**config.mk**
```make
export PLATFORM = sky130hd
export DESIGN_NAME = shift_add_mult16
export DESIGN_NICKNAME = d
export VERILOG_FILES = /design/src/rtl/shift_add_mult16.sv
export SDC_FILE = /design/constraint.sdc
export NUM_CORES = 1
export LEC_CHECK = 0
export ABC_CLOCK_PERIOD_IN_PS = 2690
export BUFFER_PORTS_ARGS = -buffer_cell sky130_fd_sc_hd__buf_2
export CORE_MARGIN = 1
export CORE_UTILIZATION = 54
export CTS_CLUSTER_SIZE = 40
export DETAILED_ROUTE_END_ITERATION = 10
export GPL_TIMING_DRIVEN = 0
export PLACE_DENSITY = 0.83
export SYNTH_ARGS = -nofsm -noshare
export SYNTH_HDL_FRONTEND = slang
export SYNTH_SLANG_ARGS = --single-unit
```
**constraint.sdc**
```tcl
create_clock -name clk -period 2.69 [get_ports clk]
set_input_delay 0 -clock clk [delete_from_list [all_inputs] [get_ports clk]]
set_output_delay 0 -clock clk [all_outputs]
set_load 0.01 [all_outputs]
```
**src/rtl/shift_add_mult16.sv**
```systemverilog
// Sequential 16x16 shift-and-add multiplier; the per-iteration add uses a 16-bit carry-lookahead adder.
// Latency WIDTH cycles from accept to out_valid (WIDTH+1 with SHIFT_ADD_MULT16_SIGNED_EN); in_ready only in IDLE.
// Backpressure: DONE holds prod until out_ready; SHIFT_ADD_MULT16_SIGNED_EN selects two's-complement operands.

module cla_add16 (
  input  logic [15:0] x,
  input  logic [15:0] y,
  input  logic        cin,
  output logic [15:0] sum,
  output logic        cout
);
  logic [15:0] g, p, c;
  logic [3:0]  gg, gp;
  logic [4:0]  gc;

  always_comb begin
    g = x & y;
    p = x ^ y;
    for (int k = 0; k < 4; k++) begin
      gg[k] = g[4*k+3] | (p[4*k+3] & g[4*k+2]) | (p[4*k+3] & p[4*k+2] & g[4*k+1])
            | (p[4*k+3] & p[4*k+2] & p[4*k+1] & g[4*k]);
      gp[k] = &p[4*k +: 4];
    end
    // Group carries are fully expanded so no carry depends on another group's carry.
    gc[0] = cin;
    gc[1] = gg[0] | (gp[0] & cin);
    gc[2] = gg[1] | (gp[1] & gg[0]) | (gp[1] & gp[0] & cin);
    gc[3] = gg[2] | (gp[2] & gg[1]) | (gp[2] & gp[1] & gg[0]) | (gp[2] & gp[1] & gp[0] & cin);
    gc[4] = gg[3] | (gp[3] & gg[2]) | (gp[3] & gp[2] & gg[1]) | (gp[3] & gp[2] & gp[1] & gg[0])
          | (gp[3] & gp[2] & gp[1] & gp[0] & cin);
    for (int k = 0; k < 4; k++) begin
      c[4*k]   = gc[k];
      c[4*k+1] = g[4*k] | (p[4*k] & gc[k]);
      c[4*k+2] = g[4*k+1] | (p[4*k+1] & g[4*k]) | (p[4*k+1] & p[4*k] & gc[k]);
      c[4*k+3] = g[4*k+2] | (p[4*k+2] & g[4*k+1]) | (p[4*k+2] & p[4*k+1] & g[4*k])
               | (p[4*k+2] & p[4*k+1] & p[4*k] & gc[k]);
    end
    sum  = p ^ c;
    cout = gc[4];
  end
endmodule

module shift_add_mult16 #(
  parameter int WIDTH = 16
) (
  input  logic               clk,
  input  logic               rst_n,
  input  logic               in_valid,
  output logic               in_ready,
  input  logic [WIDTH-1:0]   a,
  input  logic [WIDTH-1:0]   b,
  output logic               out_valid,
  input  logic               out_ready,
  output logic [2*WIDTH-1:0] prod,
  output logic               busy
);
  localparam int CW = $clog2(WIDTH);
  localparam logic [CW-1:0] LAST = CW'(WIDTH - 1);

  typedef enum logic [1:0] {IDLE, RUN, FIX, DONE} state_t;

  state_t             state, state_n;
  logic [WIDTH-1:0]   mcand;
  logic [2*WIDTH-1:0] p_reg;
  logic [CW-1:0]      cnt;
  logic [WIDTH-1:0]   ld_a, ld_b, add_sum;
  logic               add_cout;
  logic [WIDTH:0]     upper;
`ifdef SHIFT_ADD_MULT16_SIGNED_EN
  logic               neg;
`endif

  cla_add16 u_add (
    .x    (p_reg[2*WIDTH-1:WIDTH]),
    .y    (mcand),
    .cin  (1'b0),
    .sum  (add_sum),
    .cout (add_cout)
  );

  always_comb begin
`ifdef SHIFT_ADD_MULT16_SIGNED_EN
    // Magnitudes; the most negative value maps onto its unsigned pattern.
    ld_a = a[WIDTH-1] ? (~a + 1'b1) : a;
    ld_b = b[WIDTH-1] ? (~b + 1'b1) : b;
`else
    ld_a = a;
    ld_b = b;
`endif
    upper = p_reg[0] ? {add_cout, add_sum} : {1'b0, p_reg[2*WIDTH-1:WIDTH]};
  end

  always_comb begin
    state_n   = state;
    in_ready  = (state == IDLE);
    out_valid = (state == DONE);
    busy      = (state == RUN) || (state == FIX);
    case (state)
      IDLE: if (in_valid) state_n = RUN;
      RUN: begin
        if (cnt == LAST) begin
`ifdef SHIFT_ADD_MULT16_SIGNED_EN
          state_n = FIX;
`else
          state_n = DONE;
`endif
        end
      end
      FIX:     state_n = DONE;
      DONE:    if (out_ready) state_n = IDLE;
      default: state_n = IDLE;
    endcase
  end

  always_ff @(posedge clk or negedge rst_n) begin
    if (!rst_n) state <= IDLE;
    else        state <= state_n;
  end

  always_ff @(posedge clk or negedge rst_n) begin
    if (!rst_n) begin
      mcand <= '0;
      p_reg <= '0;
      cnt   <= '0;
`ifdef SHIFT_ADD_MULT16_SIGNED_EN
      neg   <= 1'b0;
`endif
    end else begin
      case (state)
        IDLE: begin
          if (in_valid) begin
            mcand <= ld_a;
            p_reg <= {{WIDTH{1'b0}}, ld_b};
            cnt   <= '0;
`ifdef SHIFT_ADD_MULT16_SIGNED_EN
            neg   <= a[WIDTH-1] ^ b[WIDTH-1];
`endif
          end
        end
        RUN: begin
          p_reg <= {upper, p_reg[WIDTH-1:1]};
          cnt   <= cnt + 1'b1;
        end
`ifdef SHIFT_ADD_MULT16_SIGNED_EN
        FIX: if (neg) p_reg <= ~p_reg + 1'b1;
`endif
        default: ;
      endcase
    end
  end

  assign prod = p_reg;
endmodule

```
==> flow_summary.yaml <==
outcome:
  outcome: "finished, final reports clean"
clocking:
  cts_tree: "yes"
  clkLatencyLatePin_ns: 0.31
  cts.clk_slew.worst_paths_ns: 0.11
  h-tree-depth: 2
  cts-buffers-inserted: 5
  cts_buffer_depth: 2
  root_buffer: "clkbuf_8"
  cts.sinks: 54
layout:
  layout_common_cells: "77 x buf_2, 53 x dfrtp_1, 34 x nand2_1"
  antenna_cells: 0
  syn_to_final_growth_pct: 28.32
  utilization: 0.7158
  nNetsFinal: 462
  layout_commonest_cell: "buf_2"
  drive_gt1_frac: 0.3035
placement:
  io_buffers: 70
  place.gp.congestion: 0.8557
  place_ws_ns: -0.02011
  dp_hpwl_um: 4802
floorplan:
  io_pins: 71
  rows: 27
  die_x_um: 77.19
  die_area_um2: 5958
  die_h_um: 77.19
  start_util: 0.5578
  fp.coreArea_um2: 5473
min_path:
  worstHoldPathType: "input port to flop"
pwr:
  leakage_nw: 1.881
  powerDensity_nw_per_um2: 1321
  internal_power_mw: 2.824
  irDropWorstVdd_uv: 605.8
  clkPwrFrac: 0.088
  seq_power_share: 0.298
  switchingPower_mw: 2.353
  p_comb_frac: 0.614
  p_sw_frac: 0.4545
timing:
  worst_slew_pin_slew_ns: 1.199
  hold_violations: 0
  relSlewSlack: 0.2006
  max_freq_ghz: 0.3895
  worst_slack_ns: 0.1225
  maxSlewViolCount: 0
  skew_ns: 0.01077
  period_minus_slack_ns: 2.567
  fin_setup_tns_ns: 0
  setup_viol: 0
  period_share: 0.9545
critical_path:
  crit_arrival_ns: 2.79
  crit_type: "flop to flop"
  worst_setup_path_end_kind: "flop"
  cp-start-kind: "flop"
  critical_path_required_ns: 2.91
  path_max_fanout: 4
routing:
  viasPerCell: 5.586
  ant_nets: 0
  drc: 0
  drt-total-wl_um: 7356
  wire_per_inst_um: 15.52
  vias: 2648
  dr.pass1.iters: 5
  drt_iter0_markers: 173
global_routing:
  grt_start_max_net_pins: 55
  grt_pass1_vias: 2565
  grt_overflow: 0
  grt_pass1_wl_um: 11950
  grtUsageTotal: 0.2540
  antenna_found_initial: 0
yosys:
  yosys_warnings: 0
  syn_nets: 355
  synth_cells: 294
  synth-seq-cells: 54
  syn-cell-area_um2: 3053
  yosysUniqueCellTypes: 39
  synth-seq-area-share: 0.4426
  synth_area_per_cell_um2: 10.38
job:
  cap_viol_max_count: 0
[worst max-delay path: stages, from the launching register on]
cell and delay, ns:
dfrtp_1 0.44, ha_1 0.37, a21oi_1 0.21, o21ai_2 0.12, a211oi_2 0.25, o21bai_2 0.12
a21oi_2 0.15, fa_1 0.41, mux2_2 0.27, o21ai_1 0.14
[synth_stat cells]
library cell | count | share of area
a211oi_1 | 2 | 0.0049
a211oi_2 | 1 | 0.0041
a21boi_1 | 1 | 0.0025
a21o_1 | 1 | 0.0025
a21o_2 | 1 | 0.0029
a21oi_1 | 19 | 0.031
a21oi_2 | 1 | 0.0029
a22o_1 | 2 | 0.0057
a22oi_1 | 6 | 0.015
a32o_1 | 1 | 0.0033
a41oi_2 | 1 | 0.0053
and2_1 | 1 | 0.0021
and3_1 | 3 | 0.0061
buf_1 | 1 | 0.0012
buf_2 | 7 | 0.011
clkbuf_1 | 5 | 0.0061
clkinv_1 | 1 | 0.0012
dfrtp_1 | 54 | 0.44
fa_1 | 4 | 0.026
ha_1 | 21 | 0.086
inv_1 | 16 | 0.020
mux2_2 | 19 | 0.070
mux2i_1 | 16 | 0.052
nand2_1 | 34 | 0.042
nand2b_1 | 2 | 0.0041
nand3_1 | 6 | 0.0098
nor2_1 | 4 | 0.0049
nor2_2 | 1 | 0.0021
nor2b_1 | 1 | 0.0021
o21ai_0 | 29 | 0.048
o21ai_1 | 3 | 0.0049
o21ai_2 | 1 | 0.0029
o21ai_4 | 1 | 0.0053
o21bai_1 | 1 | 0.0025
o22ai_1 | 14 | 0.029
o31ai_1 | 1 | 0.0025
o31ai_2 | 1 | 0.0041
xnor2_1 | 10 | 0.029
xor2_1 | 1 | 0.0029
[cell families after synthesis]
logic type	synth area share
buffers and inverters	0.03975
DFF	0.4426
adders and majority gates	0.1123
xor gates and xnor gates	0.03156
AOI/OAI and AO/OA	0.1783
and+or+nand+nor	0.07295
muxes	0.1225
[routing by layer]
layer	share of wire	track usage	vias to the layer above
met5	0	0	-
met4	0.022	0.09434	0
met3	0.056	0.05119	21
met2	0.50	0.4230	100
met1	0.42	0.3255	1271
li1	-	-	1256
[power groups by stage]
stage / registers, mW / logic, mW / clock network [mW]
after detailed placement: 1.53 / 2.95 / 0
after floorplan: 1.57 / 2.11 / 0
after global routing: 1.59 / 3.51 / 0.502
after CTS: 1.53 / 3.02 / 0.464
after global placement: 1.52 / 2.81 / 0
final: 1.54 / 3.18 / 0.458
[registers in the layout, indices dropped and copies added (netlist names)]
| register | count |
|---|---|
| state | 2 |
| cnt | 4 |
| mcand | 16 |
| prod | 32 |
[worst paths after layout]
| check | from | endpoint | slack, ns | depth (start not counted) |
|---|---|---|---|---|
| max reg2reg | prod[23] | prod[27] | 0.12 | 9 |
| min in group asynchronous | rst_n | mcand[9] | 0.47 | 2 |
| max in group asynchronous | rst_n | prod[18] | 1.41 | 2 |
| max | prod[23] | prod[27] | 0.12 | 9 |
| min reg2reg | prod[9] | prod[9] | 0.51 | 2 |
| min | b[4] | prod[4] | 0.009 | 3 |
[final cells by class]
type	instances	area [µm²]
multi-input combinational	210	1620
clock inverter	3	21.27
clock buffer	5	68.82
fill	412	1555
inverter	17	63.81
tap	72	90.09
sequential	54	1353
buffer	13	57.56
timing repair buffer	100	643.1
[what timing repair did]
action / CTS / global route
hold buffers: 27 / 0
hold endpoints to repair: 80 / 0
gates resized for setup: 2 / 6
setup buffers: 0 / 3
pin swaps: 2 / 2
setup endpoints to repair: 1 / 2
[through the flow]
stage | std cells | total power, mW | hold WS, ns | area, µm²
4_1_cts | 471 | 5.017 | 0.005132 | 3871
5_1_grt | 474 | 5.601 | 0.004553 | 3918
3_5_place_dp | 436 | 4.489 | 0.2355 | 3493
6_report | 474 | 5.177 | 0.008595 | 3918
3_3_place_gp | 436 | 4.328 | 0.2317 | 3493
2_1_floorplan | 294 | 3.671 | -0.2956 | 3053
(Power assumes the default switching activity.)
